--- src/rtl/mem_req_pkg.sv ---
// Shared types for the memory-controller request master: FSM states, command record, rw encodings.
// Command fields are sized from the package dimensions, so instances must keep R/C/DW at these values.
package mem_req_pkg;

  typedef enum logic [1:0] {
    IDLE,
    REQ,
    RESP
  } state_t;

  localparam logic RW_READ  = 1'b0;
  localparam logic RW_WRITE = 1'b1;

  localparam int unsigned CMD_R  = 4;
  localparam int unsigned CMD_C  = 4;
  localparam int unsigned CMD_DW = 8;
  localparam int unsigned CMD_AW = $clog2(CMD_R * CMD_C);

  typedef struct packed {
    logic              rw;
    logic [CMD_AW-1:0] addr;
    logic [CMD_DW-1:0] wdata;
  } cmd_t;

endpackage

--- src/rtl/mem_req_master_if.sv ---
// Upstream command/response, memory-controller and status signals of mem_req_master.
interface mem_req_master_if #(
  parameter int unsigned R  = 4,
  parameter int unsigned C  = 4,
  parameter int unsigned N  = 4,
  parameter int unsigned DW = 8
);
  localparam int unsigned AW = $clog2(R * C);
  localparam int unsigned CW = $clog2(N) + 1;

  logic          cmd_valid;
  logic          cmd_ready;
  logic          cmd_rw;
  logic [AW-1:0] cmd_addr;
  logic [DW-1:0] cmd_wdata;

  logic          rsp_valid;
  logic          rsp_ready;
  logic          rsp_rw;
  logic [DW-1:0] rsp_rdata;
  logic          rsp_err;

  logic          mc_cs;
  logic          mc_req;
  logic          mc_rw;
  logic [AW-1:0] mc_addr;
  logic          mc_valid;
  logic [DW-1:0] mc_wdata;
  logic          mc_ready;
  logic [DW-1:0] mc_rdata;

  logic          busy;
  logic [CW-1:0] fifo_count;

  modport master (
    input  cmd_valid, cmd_rw, cmd_addr, cmd_wdata,
    input  rsp_ready, mc_ready, mc_rdata,
    output cmd_ready, rsp_valid, rsp_rw, rsp_rdata, rsp_err,
    output mc_cs, mc_req, mc_rw, mc_addr, mc_valid, mc_wdata,
    output busy, fifo_count
  );

  modport slave (
    output cmd_valid, cmd_rw, cmd_addr, cmd_wdata,
    output rsp_ready, mc_ready, mc_rdata,
    input  cmd_ready, rsp_valid, rsp_rw, rsp_rdata, rsp_err,
    input  mc_cs, mc_req, mc_rw, mc_addr, mc_valid, mc_wdata,
    input  busy, fifo_count
  );

endinterface

--- src/rtl/mem_req_master_fifo.sv ---
// Synchronous show-ahead FIFO; power-of-2 depth, pointers wrap naturally.
module sync_fifo #(
  parameter int unsigned W = 8,
  parameter int unsigned N = 4
) (
  input  logic                 clk,
  input  logic                 rst,
  input  logic                 i_push,
  input  logic [W-1:0]         i_wdata,
  input  logic                 i_pop,
  output logic [W-1:0]         o_rdata,
  output logic                 o_full,
  output logic                 o_empty,
  output logic [$clog2(N):0]   o_count
);
  localparam int unsigned PW = $clog2(N);

  logic [W-1:0]  r_mem [N];
  logic [PW-1:0] r_wptr;
  logic [PW-1:0] r_rptr;
  logic [PW:0]   r_count;
  logic          w_do_push;
  logic          w_do_pop;

  // Push is gated on full alone, so a same-cycle pop never frees a slot early.
  assign w_do_push = i_push && !o_full;
  assign w_do_pop  = i_pop && !o_empty;

  assign o_full  = (r_count == (PW+1)'(N));
  assign o_empty = (r_count == '0);
  assign o_count = r_count;
  assign o_rdata = r_mem[r_rptr];

  always_ff @(posedge clk) begin
    if (w_do_push) r_mem[r_wptr] <= i_wdata;
  end

  always_ff @(posedge clk or posedge rst) begin
    if (rst) begin
      r_wptr  <= '0;
      r_rptr  <= '0;
      r_count <= '0;
    end else begin
      if (w_do_push) r_wptr <= r_wptr + 1'b1;
      if (w_do_pop)  r_rptr <= r_rptr + 1'b1;
      case ({w_do_push, w_do_pop})
        2'b10:   r_count <= r_count + 1'b1;
        2'b01:   r_count <= r_count - 1'b1;
        default: r_count <= r_count;
      endcase
    end
  end

endmodule

--- src/rtl/mem_req_master.sv ---
// Memory-controller request initiator: queues upstream commands, issues them one at a time
// to the controller, and returns one response (read data or timeout error) per command.
module mem_req_master
  import mem_req_pkg::*;
#(
  parameter int unsigned R   = CMD_R,
  parameter int unsigned C   = CMD_C,
  parameter int unsigned N   = 4,
  parameter int unsigned DW  = CMD_DW,
  parameter int unsigned TMO = 15
) (
  input  logic             clk,
  input  logic             rst,
  mem_req_master_if.master bus
);
  localparam int unsigned CW = $clog2(N) + 1;
  localparam int unsigned TW = $clog2(TMO);

  cmd_t          w_in;
  cmd_t          w_head;
  logic          w_push;
  logic          w_pop;
  logic          w_full;
  logic          w_empty;
  logic [CW-1:0] w_count;

  state_t        r_state;
  cmd_t          r_hold;
  logic [TW-1:0] r_tmo;
  logic          r_mc_cs;
  logic          r_rsp_valid;
  logic          r_rsp_rw;
  logic [DW-1:0] r_rsp_rdata;
  logic          r_rsp_err;

  assign w_in   = '{rw: bus.cmd_rw, addr: bus.cmd_addr, wdata: bus.cmd_wdata};
  assign w_push = bus.cmd_valid && !w_full;
  assign w_pop  = (r_state == IDLE) && !w_empty;

  sync_fifo #(
    .W ($bits(cmd_t)),
    .N (N)
  ) u_cmd_fifo (
    .clk     (clk),
    .rst     (rst),
    .i_push  (w_push),
    .i_wdata (w_in),
    .i_pop   (w_pop),
    .o_rdata (w_head),
    .o_full  (w_full),
    .o_empty (w_empty),
    .o_count (w_count)
  );

  // Holding register is cleared outside REQ, so mc_* read straight from it stay 0 there.
  assign bus.mc_cs    = r_mc_cs;
  assign bus.mc_req   = r_mc_cs;
  assign bus.mc_rw    = r_hold.rw;
  assign bus.mc_addr  = r_hold.addr;
  assign bus.mc_wdata = r_hold.wdata;
  assign bus.mc_valid = r_hold.rw;

  assign bus.cmd_ready  = !w_full;
  assign bus.rsp_valid  = r_rsp_valid;
  assign bus.rsp_rw     = r_rsp_rw;
  assign bus.rsp_rdata  = r_rsp_rdata;
  assign bus.rsp_err    = r_rsp_err;
  assign bus.busy       = (r_state != IDLE) || !w_empty;
  assign bus.fifo_count = w_count;

  always_ff @(posedge clk or posedge rst) begin
    if (rst) begin
      r_state     <= IDLE;
      r_hold      <= '0;
      r_tmo       <= '0;
      r_mc_cs     <= 1'b0;
      r_rsp_valid <= 1'b0;
      r_rsp_rw    <= 1'b0;
      r_rsp_rdata <= '0;
      r_rsp_err   <= 1'b0;
    end else begin
      case (r_state)
        IDLE: begin
          if (!w_empty) begin
            r_hold  <= w_head;
            r_mc_cs <= 1'b1;
            r_tmo   <= '0;
            r_state <= REQ;
          end
        end
        REQ: begin
          r_tmo <= r_tmo + 1'b1;
          // First REQ cycle may see a stale ready left over from the previous command.
          if ((r_tmo != '0) && bus.mc_ready) begin
            r_rsp_valid <= 1'b1;
            r_rsp_rw    <= r_hold.rw;
            r_rsp_rdata <= (r_hold.rw == RW_WRITE) ? '0 : bus.mc_rdata;
            r_rsp_err   <= 1'b0;
            r_hold      <= '0;
            r_mc_cs     <= 1'b0;
            r_state     <= RESP;
          end else if (r_tmo == TW'(TMO - 1)) begin
            r_rsp_valid <= 1'b1;
            r_rsp_rw    <= r_hold.rw;
            r_rsp_rdata <= '0;
            r_rsp_err   <= 1'b1;
            r_hold      <= '0;
            r_mc_cs     <= 1'b0;
            r_state     <= RESP;
          end
        end
        RESP: begin
          if (bus.rsp_ready) begin
            r_rsp_valid <= 1'b0;
            r_rsp_rw    <= 1'b0;
            r_rsp_rdata <= '0;
            r_rsp_err   <= 1'b0;
            r_state     <= IDLE;
          end
        end
        default: r_state <= IDLE;
      endcase
    end
  end

endmodule

--- src/flat_wrapper.sv ---
// flat-port wrapper written by rule: the top's interface ports become plain ports
module mem_req_master_flat import mem_req_pkg::*;
#(
  parameter int unsigned R   = CMD_R,
  parameter int unsigned C   = CMD_C,
  parameter int unsigned N   = 4,
  parameter int unsigned DW  = CMD_DW,
  parameter int unsigned TMO = 15
)
  (clk, rst, bus_cmd_valid, bus_cmd_rw, bus_cmd_addr, bus_cmd_wdata, bus_rsp_ready, bus_mc_ready, bus_mc_rdata, bus_cmd_ready, bus_rsp_valid, bus_rsp_rw, bus_rsp_rdata, bus_rsp_err, bus_mc_cs, bus_mc_req, bus_mc_rw, bus_mc_addr, bus_mc_valid, bus_mc_wdata, bus_busy, bus_fifo_count);
  mem_req_master_if #(.R(R), .C(C), .N(N), .DW(DW)) bus_i ();
  input  logic clk;
  input  logic rst;
  input wire logic [$bits(bus_i.cmd_valid)-1:0] bus_cmd_valid;
  input wire logic [$bits(bus_i.cmd_rw)-1:0] bus_cmd_rw;
  input wire logic [$bits(bus_i.cmd_addr)-1:0] bus_cmd_addr;
  input wire logic [$bits(bus_i.cmd_wdata)-1:0] bus_cmd_wdata;
  input wire logic [$bits(bus_i.rsp_ready)-1:0] bus_rsp_ready;
  input wire logic [$bits(bus_i.mc_ready)-1:0] bus_mc_ready;
  input wire logic [$bits(bus_i.mc_rdata)-1:0] bus_mc_rdata;
  output wire logic [$bits(bus_i.cmd_ready)-1:0] bus_cmd_ready;
  output wire logic [$bits(bus_i.rsp_valid)-1:0] bus_rsp_valid;
  output wire logic [$bits(bus_i.rsp_rw)-1:0] bus_rsp_rw;
  output wire logic [$bits(bus_i.rsp_rdata)-1:0] bus_rsp_rdata;
  output wire logic [$bits(bus_i.rsp_err)-1:0] bus_rsp_err;
  output wire logic [$bits(bus_i.mc_cs)-1:0] bus_mc_cs;
  output wire logic [$bits(bus_i.mc_req)-1:0] bus_mc_req;
  output wire logic [$bits(bus_i.mc_rw)-1:0] bus_mc_rw;
  output wire logic [$bits(bus_i.mc_addr)-1:0] bus_mc_addr;
  output wire logic [$bits(bus_i.mc_valid)-1:0] bus_mc_valid;
  output wire logic [$bits(bus_i.mc_wdata)-1:0] bus_mc_wdata;
  output wire logic [$bits(bus_i.busy)-1:0] bus_busy;
  output wire logic [$bits(bus_i.fifo_count)-1:0] bus_fifo_count;
  assign bus_i.cmd_valid = bus_cmd_valid;
  assign bus_i.cmd_rw = bus_cmd_rw;
  assign bus_i.cmd_addr = bus_cmd_addr;
  assign bus_i.cmd_wdata = bus_cmd_wdata;
  assign bus_i.rsp_ready = bus_rsp_ready;
  assign bus_i.mc_ready = bus_mc_ready;
  assign bus_i.mc_rdata = bus_mc_rdata;
  assign bus_cmd_ready = bus_i.cmd_ready;
  assign bus_rsp_valid = bus_i.rsp_valid;
  assign bus_rsp_rw = bus_i.rsp_rw;
  assign bus_rsp_rdata = bus_i.rsp_rdata;
  assign bus_rsp_err = bus_i.rsp_err;
  assign bus_mc_cs = bus_i.mc_cs;
  assign bus_mc_req = bus_i.mc_req;
  assign bus_mc_rw = bus_i.mc_rw;
  assign bus_mc_addr = bus_i.mc_addr;
  assign bus_mc_valid = bus_i.mc_valid;
  assign bus_mc_wdata = bus_i.mc_wdata;
  assign bus_busy = bus_i.busy;
  assign bus_fifo_count = bus_i.fifo_count;
  mem_req_master #(.R(R), .C(C), .N(N), .DW(DW), .TMO(TMO)) u_core (.clk(clk), .rst(rst), .bus(bus_i));
endmodule
--- config.mk ---
export PLATFORM = sky130hd
export DESIGN_NAME = mem_req_master_flat
export DESIGN_NICKNAME = d
export VERILOG_FILES = /design/src/rtl/mem_req_pkg.sv /design/src/rtl/mem_req_master_if.sv /design/src/rtl/mem_req_master_fifo.sv /design/src/rtl/mem_req_master.sv /design/src/flat_wrapper.sv
export SDC_FILE = /design/constraint.sdc
export NUM_CORES = 1
export LEC_CHECK = 0
export ABC_AREA = 1
export CAP_MARGIN = 15
export CORE_MARGIN = 1.5
export CORE_UTILIZATION = 50
export CTS_CLUSTER_DIAMETER = 60
export DETAILED_ROUTE_END_ITERATION = 16
export GPL_TIMING_DRIVEN = 0
export PLACE_DENSITY = 0.87
export SLEW_MARGIN = 30
export SYNTH_ARGS = -nofsm -noshare
export SYNTH_HDL_FRONTEND = slang
export SYNTH_SLANG_ARGS = --single-unit
--- constraint.sdc ---
create_clock -name clk -period 2.9 [get_ports clk]
set_input_delay 0.58 -clock clk [delete_from_list [all_inputs] [get_ports clk]]
set_output_delay 0.58 -clock clk [all_outputs]
set_load 0.01 [all_outputs]
# [Word level (Yosys, flattened, before mapping)]
# Memory sizes are Yosys's and may differ from the RTL's.
# Index checks and enable logic that the tools add are counted.
[word_totals] reg_bits=38 ramBits=52 output_inout_bits=32 n_memories=1
[classes] add_sub_neg=5 eq_ne=9 muxes=32 n_reduce_logical=19
[mem_list] memory="u_core.u_cmd_fifo.r_mem" depth=4 word_bits=13 read_ports=1 rd_clocked_by_memory_dff=0 wr=1 line="mem_req_master_fifo.sv:18" source="logic [W-1:0] r_mem [N];"
[ops] op="$mux 13" count=3
[ops] op="$mux 8" count=4
[ops] op="$pmux 13 s2" count=1
[ops] op="$pmux 8 s2" count=1
[ops] op="$mux 1" count=11
[ops] op="$reduce_and 3->1" count=3
[ops] op="$mux 2" count=4
[ops] op="$pmux 1 s2" count=4
[ops] op="$pmux 4 s2" count=1
[ops] op="$reduce_bool 2->1" count=4
[ops] op="$pmux 2 s3" count=1
[ops] op="$pmux 3 s2" count=1
[ops] op="$logic_and 1x1->1" count=5
[ops] op="$add 2x1->2 const B" count=2
[ops] op="$add 4x1->4 const B" count=1
[ops] op="$eq 2x1->1 const B" count=2
[ops] op="$eq 2x2->1 const B" count=2
[ops] op="$eq 4x4->1 const B" count=1
[ops] op="$mux 4" count=1
[ops] op="$ne 2x2->1 const B" count=2
[ops] op="$reduce_bool 4->1" count=1
[ops] op="$add 3x1->3 const B" count=1
[ops] op="$eq 3x3->1 const B" count=1
[ops] op="$logic_not 3->1" count=1
[ops] op="6 further kinds" count=7

# [Longest topological paths before layout]
# Gate-level depths: netlist of the first run.
[depth] word_depth=6 depth_mapped=10 ltp_nobuf=10

# [Cells and area by module]
# A second synthesis of the first run with hierarchy kept.
[hier_totals] cells_unflattened=390 area_unflattened_um2=4013.8
[modules_own_cells] module="sync_fifo" instances=1 cells_per_inst=213 area_per_inst_um2=2551.2
[modules_own_cells] module="mem_req_master" instances=1 cells_per_inst=177 area_per_inst_um2=1462.7

# [Worst setup path after synthesis of the first run]
# Ideal clock, no wire load.
[synth_path] kind="register to register" from="register u_core.r_state[0]" to="register u_core.u_cmd_fifo.r_count[2], in the netlist u_core.u_cmd_fifo.o_count[2]" setup_ns=0.131 arrival_time_ns=1.891 slack_ns=0.878 path_stages_with_launch=11 path_cell_list="dfrtp_1 > inv_1 > ha_1 > nand2_1 > inv_1 > ha_1 > inv_1 > fa_1 > a21oi_1 > o21ai_0 > xor2_1"
[synth_between] elab_chain_len=5
[synth_rtl] element="start, declared" line="mem_req_master.sv:27" source="state_t r_state;"
[synth_rtl] element="start signal, assigned" line="mem_req_master.sv:73" source="r_state <= IDLE;"
[synth_rtl] element="start signal, assigned" line="mem_req_master.sv:88" source="r_state <= REQ;"
[synth_rtl] element="start signal, assigned" line="mem_req_master.sv:101" source="r_state <= RESP;"
[synth_rtl] element="$logic_not 2->1 (*)" line="mem_req_master.sv:38" source="assign w_pop = (r_state == IDLE) && !w_empty;"
[synth_rtl] element="$logic_and 1x1->1 (*)" line="mem_req_master.sv:38"
[synth_rtl] element="$logic_and 1x1->1 (*)" line="mem_req_master_fifo.sv:27" source="assign w_do_pop = i_pop && !o_empty;"
[synth_rtl] element="named net u_core.u_cmd_fifo.w_do_pop" line="mem_req_master_fifo.sv:23" source="logic w_do_pop;"
[synth_rtl] element="$eq 2x1->1 or $eq 2x2->1 (tied branches)" line="mem_req_master_fifo.sv:46" source="case ({w_do_push, w_do_pop})"
[synth_rtl] element="$pmux 3 s2 or $reduce_bool 2->1 (tied branches)"
[synth_rtl] element="end signal, assigned" line="mem_req_master_fifo.sv:47" source="2'b10: r_count <= r_count + 1'b1;"
[synth_rtl] element="end signal, assigned" line="mem_req_master_fifo.sv:48" source="2'b01: r_count <= r_count - 1'b1;"
[synth_rtl] element="end signal, assigned" line="mem_req_master_fifo.sv:49" source="default: r_count <= r_count;"
[synth_rtl] element="end, declared" line="mem_req_master_fifo.sv:21" source="logic [PW:0] r_count;"
# Mark *: on every way through the listed nets, which the timed path passes. The rest lies on a longest branch.
# A chain may end at the register's enable or synchronous reset.

# [Worst setup path in the final report of the first run]
[layout_path] from="register u_core.r_state[1]" to="output bus_busy"
[layout_between] elab_chain_len=2
[layout_rtl] element="$reduce_bool 2->1" line="mem_req_master.sv:68" source="assign bus.busy = (r_state != IDLE) || !w_empty;"
[layout_rtl] element="$logic_or 1x1->1" line="mem_req_master.sv:68"
[layout_rtl] element="end, declared" line="flat_wrapper.sv:32" source="output wire logic [$bits(bus_i.busy)-1:0] bus_busy;"
# Every way passes these cells.

==> results of run 1 <==
## cells in the final DEF (no fill, tap or decap), types with 5 or more instances in the layout
master / instances
nand4_1: 14
nand2_1: 83
nor2_2: 5
nor2_1: 39
o21ai_0: 31
inv_1: 20
ha_1: 12
buf_4: 7
dfrtp_1: 38
o22ai_1: 13
clkbuf_8: 10
edfxtp_1: 52
nand3_1: 9
clkdlybuf4s50_1: 57
## power groups by stage
stage / sequential (mW) / clock [mW] / combinational [mW]
6_report: 1.97 / 0.923 / 2.44
5_1_grt: 2.02 / 0.977 / 2.70
4_1_cts: 1.98 / 0.934 / 2.45
3_5_place_dp: 2.00 / 0 / 2.41
3_3_place_gp: 1.98 / 0 / 2.32
2_1_floorplan: 2.04 / 0 / 1.46
## routing by layer
metal  share of wire [%]  track usage (%)
met3                 6.7             3.77
met1                  40             26.7
met5                   0                0
met4                 1.8             9.51
met2                  51             32.9
## worst max-delay path, cell delays in order (launching register included)
cell and delay (ns):
dfrtp_1 0.41, inv_1 0.12, ha_1 0.28, nand4_1 0.33, clkdlybuf4s50_1 0.59
## how the worst max path moves through the flow
stage,to,slack [ns],cells past startpoint
5_1_grt,bus_busy,0.12,4
3_3_place_gp,u_core.u_cmd_fifo.r_mem[0][8],0.29,3
2_1_floorplan,u_core.u_cmd_fifo.o_count[2],0.88,10
3_5_place_dp,u_core.u_cmd_fifo.o_count[2],0.43,8
6_report,bus_busy,0.23,4
4_1_cts,bus_busy,0.24,4
## registers in the layout, summed over array words and instances (netlist names)
register / flops
u_core.bus.mc_cs: 1
u_core.r_tmo: 4
u_core.bus.mc_rw: 1
u_core.bus.mc_wdata: 8
u_core.u_cmd_fifo.r_wptr: 2
u_core.u_cmd_fifo.r_rptr: 2
u_core.bus.rsp_err: 1
u_core.bus.mc_addr: 4
u_core.bus.rsp_rw: 1
u_core.u_cmd_fifo.r_mem: 52
u_core.bus.rsp_rdata: 8
u_core.bus.rsp_valid: 1
u_core.u_cmd_fifo.o_count: 3
u_core.r_state: 2
## cells in the mapped netlist, types with 2 or more instances
master,count,area [um2]
a21oi_1,2,10.0
buf_4,7,52.6
buf_6,2,22.5
clkbuf_1,4,15.0
dfrtp_1,38,951
edfxtp_1,52,1560
ha_1,12,150
inv_1,21,78.8
inv_2,2,7.51
nand2_1,83,312
nand2_4,3,33.8
nand3_1,9,45.0
nand4_1,14,87.6
nor2_1,43,161
o21ai_0,31,155
o22ai_1,13,81.3
xor2_1,4,35.0
## cell type report
cell class | instances | share of cell area, %
flip-flops and latches | 90 | 52.0
clock buffers | 9 | 2.57
well taps | 99 | 2.57
multi-input cells | 223 | 24.5
inverters | 23 | 1.79
plain buffers | 16 | 2.41
repair buffers | 58 | 12.2
clock inverters | 7 | 1.92
## logic make-up (layout without fill, tap and decap cells)
kind of cell | Yosys count | count (layout) | share of synthesized area (%)
simple gates | 157 | 157 | 17.7
flops | 90 | 90 | 64.6
compound gates | 48 | 48 | 6.95
buf+inv | 39 | 113 | 5.22
fa+ha+maj | 13 | 13 | 4.38
xor+xnor | 5 | 5 | 1.13
==> qor.yml, run 1 <==
synth:
  synth_edf_count: 52
  synth_nets: 391
  syn_inst: 352
  yosysSeqAreaShare_pct: 64.6
  synthesis.area_um2: 3890
  avgSynthCellArea_um2: 11.0
  ys.flop_type: "edfxtp_1"
  yosys_warnings: 0
  synth_cell_types: 29
  postSynth.asyncResetShare_pct: 42.2
  synth-seq-cells: 90
floorplanning:
  initial_utilization_pct: 52.7
  die_area_um2: 8310
  rows: 31
  coreArea_um2: 7370
  ios: 58
  die_w_um: 91.2
  fp.dieH_um: 91.2
power_and_ir_drop:
  power.total_mw: 5.33
  peakVddDrop_mv: 0.377
  leakagePower_nw: 2.02
  switchingPower_mw: 2.07
  p_int_mw: 3.27
  power_density_nw_per_um2: 1110
  p_clk_share_pct: 17.3
  combPwrFrac_pct: 45.7
  p_sw_share_pct: 38.7
  p_seq_share_pct: 37.0
sta:
  rsz0062_at_grt: "false"
  fin_hold_ws_ns: 0.438
  min_period_ns: 2.67
  fin_setup_tns_ns: 0
  maxSlewHeadroom_pct: 49.3
  setup_viol: 0
  setup_slack_ns: 0.232
  post-route-period-util_pct: 92.0
  slew_viol_final: 0
  max_freq_ghz: 0.375
  hold_violations: 0
  tightest_slew_ns: 0.760
  finClkSkew_ns: 0.00915
placement:
  finalWeightedCongestion: 0.822
  pre_cts_slack_ns: 0.433
  place_hpwl_um: 5430
  dp.cells: 509
  io_buffers: 57
  place_area_um2: 4610
layout:
  nFillCells: 546
  diodes: 0
  multi_input_area_um2: 1180
  seq_area_um2: 2510
  fin_area_um2: 4830
  areaGrowthSynthToFinish_pct: 24.2
  drive_gt1_share_pct: 10.1
  final_nets: 460
  final_util_pct: 65.5
  final_cells: 525
cts:
  path_clk_slew_ns: 0.09
  ctsHoldBuffers: 0
  htree_levels: 3
  numCtsBuffers: 9
  clock-sinks: 90
  cts.path.max_buffers: 2
  cts_resized: 0
  cts_setup_buffers: 0
  clk_latency_ns: 0.36
  cts_tree: "done"
  root_buffer: "clkbuf_8"
drt:
  wl_um: 8030
  vias_per_cell: 5.28
  drc: 0
  drt-pass1-iter-count: 5
  vias: 2770
  drtIter0Drc: 215
  avgRoutedWirePerCell_um: 15.3
  ant_nets: 0
setup_path:
  r2r_start: "u_core.r_state[1]"
  worstSetupStartpointType: "register"
  worstSetupStartpoint: "u_core.r_state[1]"
  cp-end-kind: "primary output"
  reg2regPathDepth: 10
  crit_fanout: 6
  crit_type: "register to primary output"
  r2r-end: "u_core.u_cmd_fifo.o_count[2]"
  rrSetupSlack_ns: 0.56
  required_ns: 2.32
  critPathArrivalTime_ns: 2.09
min_path:
  hp-class: "input pin to asynchronous set/reset pin"
global_routing:
  antenna_found_initial: 0
  grt_use_total_pct: 20.4
  grt_pass1_wl_um: 13100
  grt_start_max_net_pins: 31
  grt_pass1_vias: 2668
  overflow: 0
run:
  maxCapViolCount: 0
status:
  status: "finished clean"
Power figures use the tool's default switching activity.
==> run 2: changes to the inputs <==
--- a/config.mk
+++ b/config.mk
@@ -7,13 +7,15 @@
 export LEC_CHECK = 0
 export ABC_AREA = 1
 export CAP_MARGIN = 15
+export CELL_PAD_IN_SITES_DETAIL_PLACEMENT = 0
+export CELL_PAD_IN_SITES_GLOBAL_PLACEMENT = 1
 export CORE_MARGIN = 1.5
-export CORE_UTILIZATION = 50
+export CORE_UTILIZATION = 42
 export CTS_CLUSTER_DIAMETER = 60
 export DETAILED_ROUTE_END_ITERATION = 16
+export GPL_ROUTABILITY_DRIVEN = 0
 export GPL_TIMING_DRIVEN = 0
-export PLACE_DENSITY = 0.87
-export SLEW_MARGIN = 30
+export PLACE_DENSITY = 0.9
 export SYNTH_ARGS = -nofsm -noshare
 export SYNTH_HDL_FRONTEND = slang
 export SYNTH_SLANG_ARGS = --single-unit
==> run 2 against run 1 <==
- worst setup slack better by 0.060 ns
- cell count is 2.3% higher
- critical path type unchanged
- via count fell by 3.2%
==> qor.yml, run 2 (same netlist as run 1, synthesis figures left out) <==
status:
  status: "finished clean"
global_routing:
  antenna_found_initial: 0  # unchanged
  grt_pass1_wl_um: 13500  # +3.7%
  grt_pass1_vias: 2771  # +3.9%
  grt_use_total_pct: 17.8  # -2.6 points
  grt_start_max_net_pins: 39  # +26%
  overflow: 0  # unchanged
setup_path:
  crit_chain: "inv_1 -> ha_1 -> nand4_1 -> clkdlybuf4s50_1"
  slowest_delay_ns: 0.58  # about the same
  worstSetupStartpointType: "register"
  crit_fanout: 6  # unchanged
  crit_slowest_cell: "clkdlybuf4s50_1"
  critPathArrivalTime_ns: 2.03  # -0.06 ns
  crit_type: "register to primary output"
  required_ns: 2.32  # about the same
  cp-end-kind: "primary output"
drt:
  wl_um: 8060  # +0.45%
  drt-pass1-iter-count: 7  # +2
  vias: 2680  # -3.2%
  avgRoutedWirePerCell_um: 15.0  # -1.8%
  drc: 0  # unchanged
  vias_per_cell: 4.99  # -5.4%
  drtIter0Drc: 124  # -42%
  ant_nets: 0  # unchanged
floorplanning:
  coreArea_um2: 8850  # +20%
  die_w_um: 99.2  # +8.8%
  rows: 34  # +9.7%
  ios: 58  # unchanged
  die_area_um2: 9840  # +18%
  fp.dieH_um: 99.2  # +8.8%
  initial_utilization_pct: 43.9  # -8.8 points
cts:
  cts_setup_buffers: 0  # unchanged
  clk_latency_ns: 0.35  # about the same
  ctsHoldBuffers: 0  # unchanged
  cts.path.max_buffers: 2  # unchanged
  cts_resized: 0  # unchanged
  root_buffer: "clkbuf_8"
  htree_levels: 3  # unchanged
  numCtsBuffers: 9  # unchanged
  clock-sinks: 90  # unchanged
  cts_tree: "done"
  path_clk_slew_ns: 0.09  # about the same
min_path:
  hp-class: "register to register"
run:
  maxCapViolCount: 0  # unchanged
layout:
  final_cell_mix: "nand2_1, clkdlybuf4s50_1, edfxtp_1"
  final_nets: 463  # +0.65%
  diodes: 0  # unchanged
  drive_gt1_share_pct: 9.79  # -0.30 points
  largest_reg_flops: 52  # unchanged
  regMostFlops: "u_core.u_cmd_fifo.r_mem"
  final_common_cell: "nand2_1"
  nFillCells: 768  # +41%
  areaGrowthSynthToFinish_pct: 24.1  # about the same
sta:
  rsz0062_at_grt: "false"
  fin_setup_tns_ns: 0  # unchanged
  tightest_slew_ns: 0.813  # +0.0529 ns
  slew_viol_final: 0  # unchanged
  hold_violations: 0  # unchanged
  post-route-period-util_pct: 89.9  # -2.1 points
  maxSlewHeadroom_pct: 45.7  # -3.6 points
  min_period_ns: 2.61  # -0.0597 ns
  setup_viol: 0  # unchanged
  fin_hold_ws_ns: 0.487  # +0.0498 ns
  finClkSkew_ns: 0.0123  # +0.00316 ns
  max_freq_ghz: 0.383  # +2.3%
power_and_ir_drop:
  peakVddDrop_mv: 0.637  # +69%
  leakagePower_nw: 2.03  # +0.21%
  power_density_nw_per_um2: 1090  # -1.7%
placement:
  place_hpwl_um: 5430  # about the same
  io_buffers: 57  # unchanged
[run 2: routing by layer]
layer | GRT usage [%] | part of all wire [%] | vias up
li1 | - | - | 1327
met1 | 24.1 | 45 | 1276
met2 | 28.4 | 49 | 66
met3 | 3.51 | 4.5 | 11
met4 | 7.04 | 1.6 | 0
met5 | 0 | 0 | -
[run 2: where the power goes]
| part | internal (mW) | switching [mW] | total, mW | leakage, nW |
|---|---|---|---|---|
| clock network | 0.398 | 0.422 | 0.820 | 0.0933 |
| logic | 1.03 | 1.42 | 2.46 | 0.973 |
| registers | 1.77 | 0.195 | 1.96 | 0.959 |
[run 2: layout make-up]
class	count	area (um2)	area share [%]
Multi-Input combinational cell	223	1170	24.3
Clock buffer	11	131	2.72
Sequential cell	90	2510	52.1
Tap cell	108	135	2.80
Inverter	23	86.3	1.79
Timing Repair Buffer	61	616	12.8
Buffer	16	116	2.41
Clock inverter	5	56.3	1.17
[run 2: through the flow]
step	util, %	cell area (um2)	worst slack, ns	total power, mW	cells
after CTS	54.3	4800	0.290	5.27	535
after floorplan	-	3890	0.878	3.50	352
after global placement	51.9	4590	0.268	4.34	517
after global routing	54.5	4820	0.163	5.66	537
after detailed placement	52.1	4610	0.281	4.44	519
final	54.5	4820	0.292	5.24	537
[run 2: critical path, delay by kind of cell, from the launching register on]
kind	cells	cell delay [ns]
adder cells (fa/ha/maj)	1	0.26
AND/OR/NAND/NOR	1	0.31
buffers and inverters	2	0.69
flip-flops	1	0.41
[run 2: worst paths after layout]
check                                  startpoint                            to  slack, ns  cells past startpoint
setup / recovery                u_core.r_state[1]                      bus_busy       0.29                      4
hold / removal             u_core.bus.mc_wdata[5]        u_core.bus.mc_wdata[5]       0.49                      2
setup reg to reg                u_core.r_state[1]  u_core.u_cmd_fifo.o_count[2]       0.57                     10
hold reg to reg            u_core.bus.mc_wdata[5]        u_core.bus.mc_wdata[5]       0.49                      2
max in group asynchronous                     rst        u_core.bus.mc_wdata[7]       1.68                      2
min in group asynchronous                     rst       u_core.bus.rsp_rdata[2]       0.70                      2
